## src/rtl/mem_port_arbiter.sv

```systemverilog
// -----------------------------------------------------------------------------
// mem_port_arbiter
//
// Shares a single memory/L2 port between the CPU's instruction port (A,
// read-only) and data port (B, read/write). One requester is granted at a
// time. Its request is forwarded unchanged to the memory side and held
// until mem_resp arrives. The requester then receives a one-cycle resp pulse
// together with registered read data.
//
// Arbitration (default build):
//   Port B has fixed priority. A 4-bit saturating starve_cnt counts B grants
//   taken while A is waiting. Once it reaches STARVE_LIMIT, A is granted next.
//
// Optional build macro ARB_ROUND_ROBIN_EN:
//   When both ports are pending, the port opposite to the last granted one
//   (rr_last) wins. In this build starve_cnt is removed and STARVE_LIMIT is
//   ignored.
//
// Parameters:
//   ADDR_W        address width
//   DATA_W        data width (byte mask width is DATA_W/8)
//   STARVE_LIMIT  consecutive B grants tolerated while A waits (1..15)
//
// Ports:
//   clk, reset_n                  clock, asynchronous active-low reset
//   read_a, address_a             port A read request (held until resp_a)
//   resp_a, rdata_a               port A completion pulse and read data
//   read_b, write_b, wmask_b,
//   address_b, wdata_b            port B request (held until resp_b)
//   resp_b, rdata_b               port B completion pulse and read data
//   mem_read, mem_write,
//   mem_wmask, mem_address,
//   mem_wdata                     downstream request (registered)
//   mem_resp, mem_rdata           downstream one-cycle completion and data
//
// All outputs are registered. A transaction takes at least 3 cycles plus the
// memory latency: IDLE, GRANT (held until mem_resp), DONE.
// -----------------------------------------------------------------------------
module mem_port_arbiter #(
  parameter int ADDR_W       = 32,
  parameter int DATA_W       = 32,
  parameter int STARVE_LIMIT = 4
) (
  input  logic                clk,
  input  logic                reset_n,

  input  logic                read_a,
  input  logic [ADDR_W-1:0]   address_a,
  output logic                resp_a,
  output logic [DATA_W-1:0]   rdata_a,

  input  logic                read_b,
  input  logic                write_b,
  input  logic [DATA_W/8-1:0] wmask_b,
  input  logic [ADDR_W-1:0]   address_b,
  input  logic [DATA_W-1:0]   wdata_b,
  output logic                resp_b,
  output logic [DATA_W-1:0]   rdata_b,

  output logic                mem_read,
  output logic                mem_write,
  output logic [DATA_W/8-1:0] mem_wmask,
  output logic [ADDR_W-1:0]   mem_address,
  output logic [DATA_W-1:0]   mem_wdata,
  input  logic                mem_resp,
  input  logic [DATA_W-1:0]   mem_rdata
);

  localparam int MASK_W = DATA_W / 8;

  typedef enum logic [1:0] {
    IDLE    = 2'd0,
    GRANT_A = 2'd1,
    GRANT_B = 2'd2,
    DONE    = 2'd3
  } state_t;

  state_t state;

  // If both read_b and write_b are high, the write wins. The read is dropped,
  // and a single resp_b is returned.
  logic b_pend;
  logic pick_b;

  assign b_pend = read_b | write_b;

`ifdef ARB_ROUND_ROBIN_EN
  // rr_last: 0 = A was granted last, 1 = B was granted last.
  logic rr_last;

  // With both ports pending, grant the port that did not win last time.
  assign pick_b = b_pend & (~read_a | ~rr_last);
`else
  localparam logic [3:0] STARVE_LIM4 = STARVE_LIMIT[3:0];

  logic [3:0] starve_cnt;

  // The counter sticks at 15 rather than wrapping. A wrap would silently
  // restore B's priority over a starving A.
  function automatic logic [3:0] sat_inc(input logic [3:0] v);
    return (v == 4'hF) ? v : v + 4'd1;
  endfunction

  // B keeps priority until A has watched STARVE_LIMIT B grants go by.
  assign pick_b = b_pend & ((starve_cnt < STARVE_LIM4) | ~read_a);
`endif

  always_ff @(posedge clk or negedge reset_n) begin
    if (!reset_n) begin
      state       <= IDLE;
      resp_a      <= 1'b0;
      resp_b      <= 1'b0;
      rdata_a     <= '0;
      rdata_b     <= '0;
      mem_read    <= 1'b0;
      mem_write   <= 1'b0;
      mem_wmask   <= '0;
      mem_address <= '0;
      mem_wdata   <= '0;
`ifdef ARB_ROUND_ROBIN_EN
      rr_last     <= 1'b0;
`else
      starve_cnt  <= 4'd0;
`endif
    end else begin
      // Responses are single-cycle pulses. They default low every cycle.
      resp_a <= 1'b0;
      resp_b <= 1'b0;

      case (state)
        // Stage boundary: the request is sampled here, and mem_* is driven
        // from the next cycle.
        IDLE: begin
`ifndef ARB_ROUND_ROBIN_EN
          if (!read_a) begin
            starve_cnt <= 4'd0;
          end
`endif
          if (pick_b) begin
            state       <= GRANT_B;
            mem_address <= address_b;
            mem_wdata   <= wdata_b;
            mem_wmask   <= wmask_b;
            mem_write   <= write_b;
            mem_read    <= ~write_b;
`ifdef ARB_ROUND_ROBIN_EN
            rr_last     <= 1'b1;
`else
            if (read_a) begin
              starve_cnt <= sat_inc(starve_cnt);
            end
`endif
          end else if (read_a) begin
            state       <= GRANT_A;
            mem_address <= address_a;
            mem_wdata   <= '0;
            mem_wmask   <= {MASK_W{1'b0}};
            mem_write   <= 1'b0;
            mem_read    <= 1'b1;
`ifdef ARB_ROUND_ROBIN_EN
            rr_last     <= 1'b0;
`else
            starve_cnt  <= 4'd0;
`endif
          end
        end

        // Stage boundary: mem_* is held stable until the memory responds.
        // Dropping the request mid-grant does not abort the transaction.
        GRANT_A: begin
          if (mem_resp) begin
            mem_read  <= 1'b0;
            mem_write <= 1'b0;
            rdata_a   <= mem_rdata;
            resp_a    <= 1'b1;
            state     <= DONE;
          end
        end

        GRANT_B: begin
          if (mem_resp) begin
            mem_read  <= 1'b0;
            mem_write <= 1'b0;
            // Loaded on writes too. The requester ignores it.
            rdata_b   <= mem_rdata;
            resp_b    <= 1'b1;
            state     <= DONE;
          end
        end

        // Stage boundary: in this cycle the requester still holds the request
        // it has just been answered for. Skipping arbitration here prevents a
        // duplicate grant of that request.
        DONE: begin
          state <= IDLE;
        end

        default: begin
          state <= IDLE;
        end
      endcase
    end
  end

endmodule

```

## config.mk

```make
export PLATFORM = sky130hd
export DESIGN_NAME = mem_port_arbiter
export DESIGN_NICKNAME = d
export VERILOG_FILES = /design/src/rtl/mem_port_arbiter.sv
export SDC_FILE = /design/constraint.sdc
export NUM_CORES = 1
export LEC_CHECK = 0
export ABC_AREA = 0
export ABC_CLOCK_PERIOD_IN_PS = 1900
export CAP_MARGIN = 20
export CORE_MARGIN = 2
export CORE_UTILIZATION = 41
export DETAILED_ROUTE_END_ITERATION = 10
export HOLD_SLACK_MARGIN = 0.15
export PLACE_DENSITY = 0.81
export SYNTH_ARGS = -nofsm -noshare
export SYNTH_HDL_FRONTEND = slang
export SYNTH_SLANG_ARGS = --single-unit
```

## constraint.sdc

```tcl
create_clock -name clk -period 1.9 [get_ports clk]
set_input_delay 0.475 -clock clk [delete_from_list [all_inputs] [get_ports clk]]
set_output_delay 0.475 -clock clk [all_outputs]
set_load 0.01 [all_outputs]
```

## After elaboration in Yosys (flattened, before gate mapping)

Cells that the tools add are included.

- Add/subtract/negate cells: 1
- Multipliers: 0
- Divide/modulo/power cells: 0
- Magnitude comparators: 1
- Eq/ne operators: 7
- Shift operators: 0
- Mux-type cells: 23
- Bitwise logic cells: 5
- Reductions and logical operators: 10

Operators with widths:

| operator | count |
|---|---|
| 32-bit two-way mux | 4 |
| 4-bit two-way mux | 5 |
| 2-bit AND reduction | 5 |
| 1-bit two-way mux | 8 |
| 2-bit two-way mux | 3 |
| 3-bit inequality test (second input constant) | 2 |
| 2-bit one-hot mux with 3 select lines | 1 |
| 4-bit by 1-bit adder with 4-bit output (second input constant) | 1 |
| 2-bit == test (second input constant) | 2 |
| 4-bit == test (second input constant) | 1 |
| 4-bit by 3-bit less-than comparator with 1-bit output (second input constant) | 1 |
| 1-bit one-hot mux with 2 select lines | 2 |
| 2-bit nonzero test | 2 |
| 3-bit AND reduction | 1 |
| 2-bit by 1-bit == test with 1-bit output (second input constant) | 1 |
| 2-bit zero test | 1 |
| 2-bit by 1-bit inequality test with 1-bit output (second input constant) | 1 |
| 1-bit inverter | 2 |
| 1-bit OR | 2 |
| 2-bit OR reduction | 1 |
| 1-bit bitwise AND | 1 |

- Register bits after elaboration: 142
- Latch bits: 0
- Memory bits (writable): 0
- ROM bits: 0
- Bits of input ports: 138
- Output and inout bits: 136
- Memories: 0

## Longest topological paths before layout

Gate-level depths: netlist of run 1.

- Word-level depth: 5
- Gate-level depth with buffers: 7
- Mapped depth without buffers: 5

## Worst setup path before layout of run 1

OpenSTA, ideal clock, no wires.

- Path type: register to register
- Start: register state[0]
- End: register mem_write
- Arrival: 1.529 ns
- Data required time: 1.778 ns
- Setup slack: 0.250 ns
- Stages on the path, launching flop included: 6
- Buffers on the path: 0
- Period minus slack after synthesis: 1.650 ns
- Cell sequence: dfrtp_1 > inv_1 > ha_1 > or4b_4 > nor3b_1 > a32o_1

- Cells in the longest elaborated chain, start to end: 4

Ends and longest elaborated chain:

| what | RTL line | RTL |
|---|---|---|
| from (decl) | 78 | `state_t state;` |
| from (signal assigned) | 110 | `state <= IDLE;` |
| from (signal assigned) | 140 | `state <= GRANT_B;` |
| from (signal assigned) | 154 | `state <= GRANT_A;` |
| 2-bit == test / 2-bit by 1-bit == test with 1-bit output (equally long branches) | 130 | `case (state)` |
| 2-bit OR reduction (no line) | -- |  |
| 2-bit by 1-bit inequality test with 1-bit output (no line) / 2-bit nonzero test (equally long branches) | -- |  |
| 3-bit AND reduction (no line) | -- |  |
| to (signal assigned) | 144 | `mem_write <= write_b;` |
| to (decl) | 61 | `output logic mem_write,` |

Several ways; a longest one is shown, not always the timed one.
A chain may end at the register's enable or synchronous reset.

## Worst setup path in the final report of run 1

- Start: register mem_address[10]
- End: output mem_address[10]

RTL lines:

| what | RTL line | RTL |
|---|---|---|
| from (decl) | 63 | `output logic [ADDR_W-1:0] mem_address,` |
| from (signal assigned) | 141 | `mem_address <= address_b;` |
| from (signal assigned) | 155 | `mem_address <= address_a;` |

No word-level cell between the ends.

==> results of run 1 <==
kinds of logic (layout without fill, tap and decap cells):
logic type / after synthesis / after routing
buffers and inverters: 40 / 342
flip-flops: 142 / 142
AND/OR/NAND/NOR: 50 / 50
adder cells (fa/ha/maj): 5 / 5
AO/OA/AOI/OAI: 143 / 143
multiplexers: 65 / 65
path summary, 6_finish.rpt:
check / from / endpoint / slack, ns
min in group asynchronous: reset_n / mem_wdata[16]$_DFFE_PN0P_ / 0.57
worst min register to register: starve_cnt[0]$_DFFE_PN0P_ / starve_cnt[0]$_DFFE_PN0P_ / 0.50
worst max-delay path: mem_address[10]$_DFFE_PN0P_ / mem_address[10] / 0.07
worst max register to register: state[0]$_DFFE_PN0P_ / mem_write$_DFFE_PN0P_ / 0.21
max in group asynchronous: reset_n / mem_wdata[2]$_DFFE_PN0P_ / 0.73
worst min-delay path: starve_cnt[0]$_DFFE_PN0P_ / starve_cnt[0]$_DFFE_PN0P_ / 0.50
registers in the layout (all words and copies together), names as in the netlist:
signal / flops
mem_wdata: 32
rdata_b: 32
resp_b: 1
resp_a: 1
state: 2
mem_write: 1
rdata_a: 32
mem_read: 1
mem_address: 32
starve_cnt: 4
mem_wmask: 4
per-layer routing:
layer | track usage | up-vias | wire length, µm | share of wire
met1 | 0.254 | 2401 | 6320 | 0.38
li1 | - | 2209 | - | -
met3 | 0.0843 | 22 | 1580 | 0.096
met4 | 0.0783 | 0 | 297 | 0.018
met5 | 0 | - | 0 | 0
met2 | 0.395 | 263 | 8320 | 0.50
worst register-to-register path, delay by kind of cell (launching register included):
kind	cells	cell delay (ns)
AOI/OAI and AO/OA	1	0.26
adders and majority gates	1	0.18
buffers and inverters	1	0.11
DFF	1	0.40
and+or+nand+nor	2	0.64
cells in the mapped netlist, types with 3 or more instances:
library cell    n  area [µm²]
nand2_1         5        18.8
dfrtp_1       142        3550
a22o_1         37         324
clkbuf_1       17        63.8
ha_1            5        62.6
a31oi_1        32         200
a21oi_1        32         160
buf_1           7        26.3
mux2_2         64         721
buf_2           7        35.0
o22ai_1         3        18.8
inv_1           6        22.5
buf_6           3        33.8
nor2_1         33         124
o21ai_0        32         160
power by group:
part           internal [mW]  total (mW)  leakage (nW)  switching, mW
clock network           2.12        3.32         0.289           1.20
logic                   4.32        7.26          1.98           2.94
registers               4.51        5.31          1.70          0.804
total                   10.9        15.9          3.97           4.95
repair_timing:
item	CTS	global route
hold buffers	1	0
gates resized for setup	0	0
setup endpoints to repair	0	0
hold endpoints to repair	41	0
layout make-up:
cell class,count,share of cell area
Clock buffer,20,0.0484
Clock inverter,10,0.0146
Inverter,6,0.00239
Multi-Input combinational cell,263,0.207
Sequential cell,142,0.377
Tap cell,180,0.0239
Timing Repair Buffer,306,0.327
==> run metrics, run 1 <==
chip height 122 µm; starting density of the core 0.414; Max-Cap Viols 0; final WL 16500 µm; later-pin clock latency in the skew report 0.42 ns; first-pass GRT wire length 25600 µm; Post-synth top flop dfrtp_1; Yosys reg bits 142; Worst Path Buf+Inv 1; syn avg cell area 12.8 µm²; DRT antenna net count 0; post-layout util 0.688; XOR/XNOR Fraction of Synth Area 0; Setup TNS 0 ns; worst hold path type flop to flop; residual DRC count 0; Post-synth EDFFs 0; Netlist cell types 33; vias in the first global route 5106; Compound-Gate Fraction of Synth Area 0.163; Crit Path Category flop to output pin; CP Data Required Time 1.42 ns; Final GP Congestion 0.851; pin count of the biggest net entering global routing 47; Final Hold Vio Count 0; Final Critical Period 1.83 ns; Power, Total 15.9 mW; startpoint types flop; CTS H-Tree Depth 4; fill count 970; commonest cells after routing, fill and taps aside 272 x clkdlybuf4s50_1, 142 x dfrtp_1, 64 x mux2_2; clock slew at reported path FFs 0.06 ns; adder-cell share of the synthesized area 0.0110; placed cell count 896; Final period util 0.964; final setup fails 0; diodes inserted 0; crit end category output pin; Synth async-reset ratio 1.00; drt initial violations 294; post-synthesis mux area share 0.129; Pleak 3.97 nW; I/O pins 274; worst hold slack 0.496 ns; row count 43; maximum VDD drop 0.000793 V; WL per Instance 17.8 µm; DRT Pass-1 Iters 6; Seq/Total Area, Yosys 0.626; worst-path maximum fanout 2; DIE AREA 14800 µm²; Worst Hold Depth 1; total grt overflow 0; Multi-input gate area 1950 µm²; Finished Layout Cells 927; setup bufs post-CTS 0; Place WS -0.155 ns; dpl cell area 8830 µm²; crit path cell chain clkdlybuf4s50_1; PortBufs 273; DP HPWL 12400 µm; Synth Area in Simple Gates 0.0396; CTS tree done; Slew Limit Fails 0; Ys Warns 0; Critical Path Slowest Stage Cell clkdlybuf4s50_1; R2R depth 5; RSZ-0062 raised after global routing no; Via density 5.28; Worst Max-Slew Pin Slew 0.441 ns; CTS Sinks 142; commonest non-fill, non-tap cell in the layout clkdlybuf4s50_1; Mapped Area 5680 µm²; core footprint 13700 µm²; antenna violations before repair 0; status finished clean; CTS Buf Count 17; Top delay family on crit path buffers and inverters; Slew HR 0.706; Mapped Nets 588; GRT Overall Usage 0.226; slowest stage delay, CP 0.57 ns; Pwr per Cell Area 1680 nW/µm²; DR vias 4895; Worst EP arrival 1.36 ns; Root Buffer clkbuf_16; Setup Skew 0.0104 ns; Max Freq 546 MHz; Worst Slack Setup Final 0.0690 ns; share of layout cells above drive strength 1 0.173; final instance area 9430 µm²; largest family of logic cells by synthesized area compound AO/OA/AOI/OAI gates; Seq. cell area 3550 µm²; P&R area growth vs syn 66.1%; Net count, final 879; die width 122 µm; Mapped Cells 445; Max Root-Sink Buffers 2; WP depth 1
Power figures use the tool's default switching activity.
==> run 2, diff against run 1 <==
- ABC_AREA: 0 -> not set
==> results of run 2 <==
No change in the layout: final DEF, timing and power equal those of run 1.
